$ cat config.mk
export PLATFORM = sky130hd
export DESIGN_NAME = softmax_gbus_writer
export DESIGN_NICKNAME = d
export VERILOG_FILES = /design/src/rtl/softmax_wb_pkg.sv /design/src/rtl/softmax_gbus_writer_fifo.sv /design/src/rtl/softmax_gbus_writer.sv
export SDC_FILE = /design/constraint.sdc
export NUM_CORES = 1
export LEC_CHECK = 0
export CORE_ASPECT_RATIO = 1.25
export CORE_MARGIN = 4
export CORE_UTILIZATION = 40
export DETAILED_ROUTE_END_ITERATION = 10
export GPL_TIMING_DRIVEN = 0
export SYNTH_ARGS = -nofsm -noshare
export SYNTH_HDL_FRONTEND = slang
export SYNTH_SLANG_ARGS = --single-unit
$ cat constraint.sdc
create_clock -name clk -period 5.4 [get_ports clk]
set_clock_uncertainty 0.2 [all_clocks]
set_input_delay 0.54 -clock clk [delete_from_list [all_inputs] [get_ports clk]]
set_output_delay 0.54 -clock clk [all_outputs]
set_load 0.005 [all_outputs]
$ cat src/rtl/softmax_wb_pkg.sv
// Shared definitions for the softmax GBUS write-back path: FSM states,
// default geometry and the column one-hot helper.
package softmax_wb_pkg;

    localparam int WB_GBUS_DATA = 64;
    localparam int WB_MAC_NUM   = WB_GBUS_DATA / 8;
    localparam int WB_LANE_W    = WB_GBUS_DATA / WB_MAC_NUM;
    localparam int WB_MAX_COLS  = 256;

    typedef enum logic [1:0] {
        ST_IDLE  = 2'd0,
        ST_RUN   = 2'd1,
        ST_DRAIN = 2'd2,
        ST_DONE  = 2'd3
    } wb_state_e;

    // Wide one-hot; callers size-cast down to their column count.
    function automatic logic [WB_MAX_COLS-1:0] col_onehot(input logic [7:0] sel);
        logic [WB_MAX_COLS-1:0] oh;
        oh      = '0;
        oh[sel] = 1'b1;
        return oh;
    endfunction

endpackage

$ cat src/rtl/softmax_gbus_writer_fifo.sv
// Packed-word FIFO with a registered head stage; the head holds its last
// value once the FIFO drains, so the bus data stays stable when idle.
module wb_word_fifo #(
    parameter int WIDTH = 64,
    parameter int DEPTH = 4
) (
    input  logic             clk,
    input  logic             rst,
    input  logic             push,
    input  logic             pop,
    input  logic [WIDTH-1:0] din,
    output logic             full,
    output logic             head_vld,
    output logic             head_load,
    output logic [WIDTH-1:0] head
);

    localparam int PTR_W = $clog2(DEPTH);
    localparam int CNT_W = $clog2(DEPTH + 1);

    logic [WIDTH-1:0] mem_r [DEPTH];
    logic [PTR_W-1:0] rd_ptr_r;
    logic [PTR_W-1:0] wr_ptr_r;
    logic [CNT_W-1:0] cnt_r;
    logic [WIDTH-1:0] head_r;
    logic             do_push_s;
    logic             do_pop_s;
    logic             to_head_s;
    logic             from_mem_s;
    logic             to_mem_s;

    // Route each accepted word either straight into the head stage or into backing storage.
    always_comb begin
        do_pop_s   = pop & (cnt_r != CNT_W'(0));
        do_push_s  = push & ((cnt_r != CNT_W'(DEPTH)) | do_pop_s);
        from_mem_s = do_pop_s & (cnt_r > CNT_W'(1));
        to_head_s  = do_push_s & ((cnt_r == CNT_W'(0)) | (do_pop_s & (cnt_r == CNT_W'(1))));
        to_mem_s   = do_push_s & ~to_head_s;
    end

    // Occupancy, pointers and the head register.
    always_ff @(posedge clk) begin
        if (rst) begin
            cnt_r    <= CNT_W'(0);
            rd_ptr_r <= PTR_W'(0);
            wr_ptr_r <= PTR_W'(0);
            head_r   <= '0;
        end else begin
            cnt_r <= cnt_r + CNT_W'(do_push_s) - CNT_W'(do_pop_s);
            if (to_head_s) begin
                head_r <= din;
            end else if (from_mem_s) begin
                head_r <= mem_r[rd_ptr_r];
            end else begin
                head_r <= head_r;
            end
            if (from_mem_s) begin
                rd_ptr_r <= rd_ptr_r + PTR_W'(1);
            end else begin
                rd_ptr_r <= rd_ptr_r;
            end
            if (to_mem_s) begin
                wr_ptr_r <= wr_ptr_r + PTR_W'(1);
            end else begin
                wr_ptr_r <= wr_ptr_r;
            end
        end
    end

    // Backing storage behind the head stage.
    always_ff @(posedge clk) begin
        if (to_mem_s) begin
            mem_r[wr_ptr_r] <= din;
        end
    end

    assign full      = (cnt_r == CNT_W'(DEPTH));
    assign head_vld  = (cnt_r != CNT_W'(0));
    assign head_load = to_head_s | from_mem_s;
    assign head      = head_r;

endmodule

$ cat src/rtl/softmax_gbus_writer.sv
// Softmax return path: packs per-lane results into GBUS words and writes them
// to one core column. Optional stall counter: SOFTMAX_WB_STALL_CNT_EN.
module softmax_gbus_writer
    import softmax_wb_pkg::*;
#(
    parameter int GBUS_DATA  = WB_GBUS_DATA,
    parameter int MAC_NUM    = GBUS_DATA / 8,
    parameter int GBUS_ADDR  = 12,
    parameter int VNUM       = 8,
    parameter int FIFO_DEPTH = 4
) (
    input  logic                     clk,
    input  logic                     rst,
    input  logic                     cfg_start,
    input  logic [GBUS_ADDR-1:0]     cfg_base_addr,
    input  logic [GBUS_ADDR-1:0]     cfg_word_num,
    input  logic [$clog2(VNUM)-1:0]  cfg_col_sel,
    input  logic [GBUS_DATA-1:0]     odata,
    input  logic [MAC_NUM-1:0]       odata_valid,
    input  logic                     gbus_ready,
    output logic [VNUM-1:0]          gbus_wen,
    output logic [GBUS_ADDR-1:0]     gbus_waddr,
    output logic [GBUS_DATA-1:0]     gbus_wdata,
    output logic                     busy,
    output logic                     done,
    output logic                     lane_overrun
`ifdef SOFTMAX_WB_STALL_CNT_EN
    ,
    output logic [15:0]              stall_cnt
`endif
);

    localparam int LANE_W = GBUS_DATA / MAC_NUM;

    wb_state_e            state_r;
    wb_state_e            state_s;
    logic [GBUS_ADDR-1:0] word_num_r;
    logic [GBUS_ADDR-1:0] addr_r;
    logic [GBUS_ADDR-1:0] waddr_r;
    logic [GBUS_ADDR-1:0] pack_cnt_r;
    logic [GBUS_ADDR-1:0] wr_cnt_r;
    logic [VNUM-1:0]      col_oh_r;
    logic [MAC_NUM-1:0]   mask_r;
    logic [MAC_NUM-1:0]   mask_s;
    logic [MAC_NUM-1:0]   arrive_s;
    logic [GBUS_DATA-1:0] pack_r;
    logic [GBUS_DATA-1:0] pack_s;
    logic [GBUS_DATA-1:0] push_word_s;
    logic                 complete_s;
    logic                 push_s;
    logic                 pop_s;
    logic                 overrun_s;
    logic                 start_run_s;
    logic                 busy_r;
    logic                 done_r;
    logic                 lane_overrun_r;
    logic                 fifo_full_s;
    logic                 fifo_vld_s;
    logic                 fifo_head_load_s;
    logic [GBUS_DATA-1:0] fifo_head_s;

    // Lane packing: a lane already held either rolls into the next word (on push) or is an overrun.
    always_comb begin
        arrive_s    = (state_r == ST_RUN) ? odata_valid : '0;
        complete_s  = &(mask_r | arrive_s);
        pop_s       = fifo_vld_s & gbus_ready;
        push_s      = (state_r == ST_RUN) & complete_s & (~fifo_full_s | pop_s);
        overrun_s   = (|(arrive_s & mask_r)) & ~push_s;
        start_run_s = (state_r == ST_IDLE) & cfg_start & (cfg_word_num != GBUS_ADDR'(0));
        push_word_s = '0;
        pack_s      = pack_r;
        for (int i = 0; i < MAC_NUM; i++) begin
            push_word_s[i*LANE_W +: LANE_W] = mask_r[i] ? pack_r[i*LANE_W +: LANE_W]
                                                        : odata[i*LANE_W +: LANE_W];
            if (arrive_s[i] && (!mask_r[i] || push_s)) begin
                pack_s[i*LANE_W +: LANE_W] = odata[i*LANE_W +: LANE_W];
            end else begin
                pack_s[i*LANE_W +: LANE_W] = pack_r[i*LANE_W +: LANE_W];
            end
        end
        if (push_s) begin
            mask_s = arrive_s & mask_r;
        end else begin
            mask_s = mask_r | arrive_s;
        end
    end

    // Next-state logic.
    always_comb begin
        state_s = state_r;
        case (state_r)
            ST_IDLE: begin
                if (cfg_start) begin
                    state_s = (cfg_word_num != GBUS_ADDR'(0)) ? ST_RUN : ST_DONE;
                end else begin
                    state_s = ST_IDLE;
                end
            end
            ST_RUN: begin
                if (push_s && ((pack_cnt_r + GBUS_ADDR'(1)) == word_num_r)) begin
                    state_s = ST_DRAIN;
                end else begin
                    state_s = ST_RUN;
                end
            end
            ST_DRAIN: begin
                if (pop_s && ((wr_cnt_r + GBUS_ADDR'(1)) == word_num_r)) begin
                    state_s = ST_DONE;
                end else begin
                    state_s = ST_DRAIN;
                end
            end
            ST_DONE: state_s = ST_IDLE;
            default: state_s = ST_IDLE;
        endcase
    end

    // State register and registered status outputs.
    always_ff @(posedge clk) begin
        if (rst) begin
            state_r        <= ST_IDLE;
            busy_r         <= 1'b0;
            done_r         <= 1'b0;
            lane_overrun_r <= 1'b0;
        end else begin
            state_r        <= state_s;
            busy_r         <= (state_s != ST_IDLE);
            done_r         <= (state_s == ST_DONE);
            lane_overrun_r <= lane_overrun_r | overrun_s;
        end
    end

    // Transfer configuration, counters, pack register and address tracking.
    always_ff @(posedge clk) begin
        if (rst) begin
            word_num_r <= GBUS_ADDR'(0);
            col_oh_r   <= VNUM'(0);
            addr_r     <= GBUS_ADDR'(0);
            waddr_r    <= GBUS_ADDR'(0);
            pack_cnt_r <= GBUS_ADDR'(0);
            wr_cnt_r   <= GBUS_ADDR'(0);
            mask_r     <= MAC_NUM'(0);
            pack_r     <= '0;
        end else begin
            if (start_run_s) begin
                word_num_r <= cfg_word_num;
                col_oh_r   <= VNUM'(col_onehot(8'(cfg_col_sel)));
                addr_r     <= cfg_base_addr;
                pack_cnt_r <= GBUS_ADDR'(0);
                wr_cnt_r   <= GBUS_ADDR'(0);
                mask_r     <= MAC_NUM'(0);
            end else begin
                word_num_r <= word_num_r;
                col_oh_r   <= col_oh_r;
                addr_r     <= addr_r + GBUS_ADDR'(pop_s);
                pack_cnt_r <= pack_cnt_r + GBUS_ADDR'(push_s);
                wr_cnt_r   <= wr_cnt_r + GBUS_ADDR'(pop_s);
                mask_r     <= mask_s;
            end
            pack_r <= pack_s;
            // The address follows the word that lands in the FIFO head stage.
            if (fifo_head_load_s) begin
                waddr_r <= pop_s ? (addr_r + GBUS_ADDR'(1)) : addr_r;
            end else begin
                waddr_r <= waddr_r;
            end
        end
    end

    wb_word_fifo #(
        .WIDTH (GBUS_DATA),
        .DEPTH (FIFO_DEPTH)
    ) u_fifo (
        .clk       (clk),
        .rst       (rst),
        .push      (push_s),
        .pop       (pop_s),
        .din       (push_word_s),
        .full      (fifo_full_s),
        .head_vld  (fifo_vld_s),
        .head_load (fifo_head_load_s),
        .head      (fifo_head_s)
    );

    assign gbus_wen     = fifo_vld_s ? col_oh_r : VNUM'(0);
    assign gbus_waddr   = waddr_r;
    assign gbus_wdata   = fifo_head_s;
    assign busy         = busy_r;
    assign done         = done_r;
    assign lane_overrun = lane_overrun_r;

`ifdef SOFTMAX_WB_STALL_CNT_EN
    logic [15:0] stall_cnt_r;

    // Saturating count of cycles where a write is offered but not accepted.
    always_ff @(posedge clk) begin
        if (rst) begin
            stall_cnt_r <= 16'd0;
        end else if (start_run_s) begin
            stall_cnt_r <= 16'd0;
        end else if ((gbus_wen != VNUM'(0)) && !gbus_ready && (stall_cnt_r != 16'hFFFF)) begin
            stall_cnt_r <= stall_cnt_r + 16'd1;
        end else begin
            stall_cnt_r <= stall_cnt_r;
        end
    end

    assign stall_cnt = stall_cnt_r;
`endif

endmodule

==> impl_metrics.tcl <==
set metrics [dict create \
    status "completed" \
    worst_slew_pin_slew_ns 1.12 \
    max-cap-violations 0 \
    gp_congestion 0.818 \
    power.density_mw_per_mm2 367 \
    cts_tree "done" \
    synth-edff-count 256 \
    power_switching_share_pct 24.4 \
    vdd_drop_max_mv 0.256 \
    first_pass_iters 6 \
    syn2layout_area_growth_pct 22.6 \
    synth_area_sq_mm 0.0198 \
    path_class "flip-flop to flip-flop" \
    clockRootBuffer "clkbuf_16" \
    period_share_pct 63.5 \
    hold_buffers 0 \
    ant_nets 0 \
    grt_max_degree 49 \
    core_region_area_sq_mm 0.0492 \
    hold_ws_ns 0.177 \
    synthXorXnorAreaFrac_pct 3.22 \
    clk_latency_ns 0.58 \
    yosys_warnings 0 \
    port_buffers 187 \
    rsz0062_at_grt "false" \
    rr_endpoint "u_fifo.mem_r[0][30]$_DFFE_PP_" \
    yosys.cell_types.count 68 \
    ioPinCount 190 \
    layout-drive-gt1-share_pct 13.6 \
    finalPower_mw 8.93 \
    hold_end "col_oh_r[4]$_SDFFE_PP0P_" \
    vias 12683 \
    cts_buffers 48 \
    worstHoldPathCells 3 \
    syn-num-nets 1621 \
    hp-start "cfg_col_sel[2]" \
    cp_max_fo 37 \
    hold_path_class "input pin to flip-flop" \
    grtUsageTotal_pct 18.5 \
    rows 91 \
    synth_top_family_by_area "multiplexers" \
    finalHoldViolations 0 \
    grt_pass1_wl_um 77400 \
    required_ns 5.46 \
    chipWidth_um 207 \
    grt_overflow_total 0 \
    comb_power_share_pct 15.1 \
    internal-power_mw 6.75 \
    synth_cells 1500 \
    synth_ff_type "edfxtp_1" \
    avgSynthCellArea_sq_um 13.2 \
    cts_setup_buffers 0 \
    wl_um 50200 \
    fin_util_pct 49.5 \
    critPathArrivalTime_ns 3.48 \
    antenna_found_initial 3 \
    n_fill_cell 4378 \
    clock_power_share_pct 39.0 \
    clock.fmax_ghz 0.292 \
    fp.dieH_um 257 \
    crit_path_start_kind "flip-flop" \
    p_seq_share_pct 45.9 \
    clk_path_buf_depth 3 \
    start_util_pct 40.3 \
    detailedPlacementHpwl_um 34600 \
    r2r_setup_slack_ns 1.97 \
    r2r-start "state_r[0]$_SDFF_PP0_" \
    first_global_vias 13118 \
    slowest_stage "and2_4" \
    viasPerCell 5.21 \
    cts.sinks 474 \
    drc_errors 0 \
    path_cells "and2b_1, buf_4, nor4b_2, or3b_1, buf_2, buf_6, nor2_2, and2_4, buf_16" \
    synth_compound_area_share_pct 6.03 \
    async_flop_share_pct 0 \
    slowest_delay_ns 0.55 \
    first_iter_violations 626 \
    path_buf_inv 4 \
    switching_power_mw 2.18 \
    setup_viol 0 \
    routedWlPerCell_um 20.6 \
    power.leakage_nw 7.91 \
    synth_top_area_cell "edfxtp_1" \
    synth_simple_gate_area_share_pct 8.81 \
    clk_pin_slew_ns 0.06 \
    drv_slew 0 \
    muxShareOfSynthArea_pct 17.5 \
    synth.area.top_cells "edfxtp_1, dfxtp_1, mux4_2, mux2i_1, nor2_1" \
    worst_r2r_path_depth 9 \
    cts_resized 0 \
    finalCriticalPeriod_ns 3.43 \
    synth_top_area_share_pct 38.7 \
    ys_seq_elements 474 \
    cts_max_level 2 \
    cpLargestDelayFamily "simple AND/OR/NAND/NOR gates" \
    nNetsFinal 1862 \
    relSlewSlack_pct 24.5 \
    synth_fa_ha_area_share_pct 1.32 \
    die_area_sq_mm 0.0533 \
    crit_path_end_kind "flip-flop" \
    synth.yosys.seq_area_share_pct 60.7 \
]
[cell usage after synthesis (all sizes together) (28+ instances only)]
master  number
edfxtp     256
nor2       219
dfxtp      218
mux2i      131
a211oi      88
mux2        64
mux4        64
clkbuf      63
nand2       60
xnor2       45
buf         37
a21oi       31
xor2        28
[cell families (layout without fill, tap and decap cells)]
logic type      Yosys count  after routing
compound gates          170            170
xor+xnor                 73             73
fa+ha+maj                21             21
buf+inv                 117            398
flops                   474            474
mux                     259            259
other cells               0              1
simple gates            386            386
[cell usage in the layout (no fill, tap or decap), drive strengths merged, types with 5 or more instances in the layout]
cell type / Yosys / routed
edfxtp: 256 / 256
nor2: 219 / 219
dfxtp: 218 / 218
clkdlybuf4s50: 0 / 187
mux2i: 131 / 131
clkbuf: 63 / 123
a211oi: 88 / 88
mux2: 64 / 64
mux4: 64 / 64
nand2: 60 / 60
xnor2: 45 / 45
buf: 37 / 41
a21oi: 31 / 31
xor2: 28 / 28
inv: 17 / 20
nand3: 17 / 17
ha: 17 / 17
and2: 16 / 16
clkinv: 0 / 14
nand4: 12 / 12
o21ai: 10 / 10
nor2b: 9 / 9
nor3: 8 / 8
and3: 8 / 8
a21boi: 8 / 8
a22oi: 7 / 7
bufinv: 0 / 7
nor4b: 6 / 6
clkinvlp: 0 / 6
or3: 5 / 5
nor4: 5 / 5
[through the flow]
stage	TNS, ns	instance area [sq um]	worst slack [ns]	cells
floorplan	0	19800	1.50	1500
global placement	-215.21	22500	-0.866	2338
detailed placement	0	22700	1.38	2342
CTS	0	24300	1.95	2432
global route	0	24300	1.79	2432
finish	0	24300	1.97	2433
[worst max-delay path by stage]
stage,from,cells past startpoint,endpoint
final,state_r[0]$_SDFF_PP0_,9,u_fifo.mem_r[0][30]$_DFFE_PP_
after global routing,state_r[0]$_SDFF_PP0_,9,u_fifo.mem_r[0][7]$_DFFE_PP_
after CTS,state_r[0]$_SDFF_PP0_,9,u_fifo.mem_r[0][9]$_DFFE_PP_
after detailed placement,gbus_ready,9,u_fifo.mem_r[0][26]$_DFFE_PP_
after global placement,gbus_ready,8,u_fifo.mem_r[3][41]$_DFFE_PP_
after floorplan,odata_valid[0],7,u_fifo.mem_r[0][0]$_DFFE_PP_
[registers in the layout, indices dropped and copies added, names as in the netlist, 2 cells and up, named ones only]
name and count:
addr_r 12, col_oh_r 8, gbus_waddr 12, mask_r 8
pack_cnt_r 12, pack_r 64, state_r 2, u_fifo.cnt_r 3
u_fifo.head 64, u_fifo.mem_r 256, u_fifo.rd_ptr_r 2, u_fifo.wr_ptr_r 2
word_num_r 12, wr_cnt_r 12
[power groups by stage]
stage	registers [mW]	clock network (mW)	logic, mW
final	4.10	3.48	1.35
after global routing	4.11	3.72	1.48
after detailed placement	4.18	0	1.37
after global placement	4.17	0	1.35
after floorplan	4.14	0	0.846
after CTS	4.10	3.57	1.38
[layout make-up]
cell class / count / area, sq um / share of cell area [%]
flip-flops and latches: 474 / 12100 / 49.5
inverters: 17 / 63.8 / 0.262
multi-input cells: 909 / 7330 / 30.1
clock inverters: 30 / 343 / 1.41
plain buffers: 100 / 409 / 1.68
clock buffers: 60 / 1330 / 5.46
repair buffers: 191 / 1980 / 8.15
diodes: 1 / 2.50 / 0.0103
well taps: 651 / 815 / 3.35
[per-layer routing]
layer  global-route usage [%]  vias to the layer above  share of wire [%]  wire length, um
met5                        0                        -              0.050               25
met4                     5.55                        4                2.7             1370
met3                     3.63                       72                5.1             2580
met2                     32.4                      314                 51            25400
met1                     23.4                     6261                 42            20800
li1                         -                     6032                  -                -
[worst min-delay path, cell delays in order]
cell and delay [ns]:
buf_1 0.17, nand3_1 0.11, a21oi_1 0.06
No activity file was read; power rests on OpenSTA's default activity.
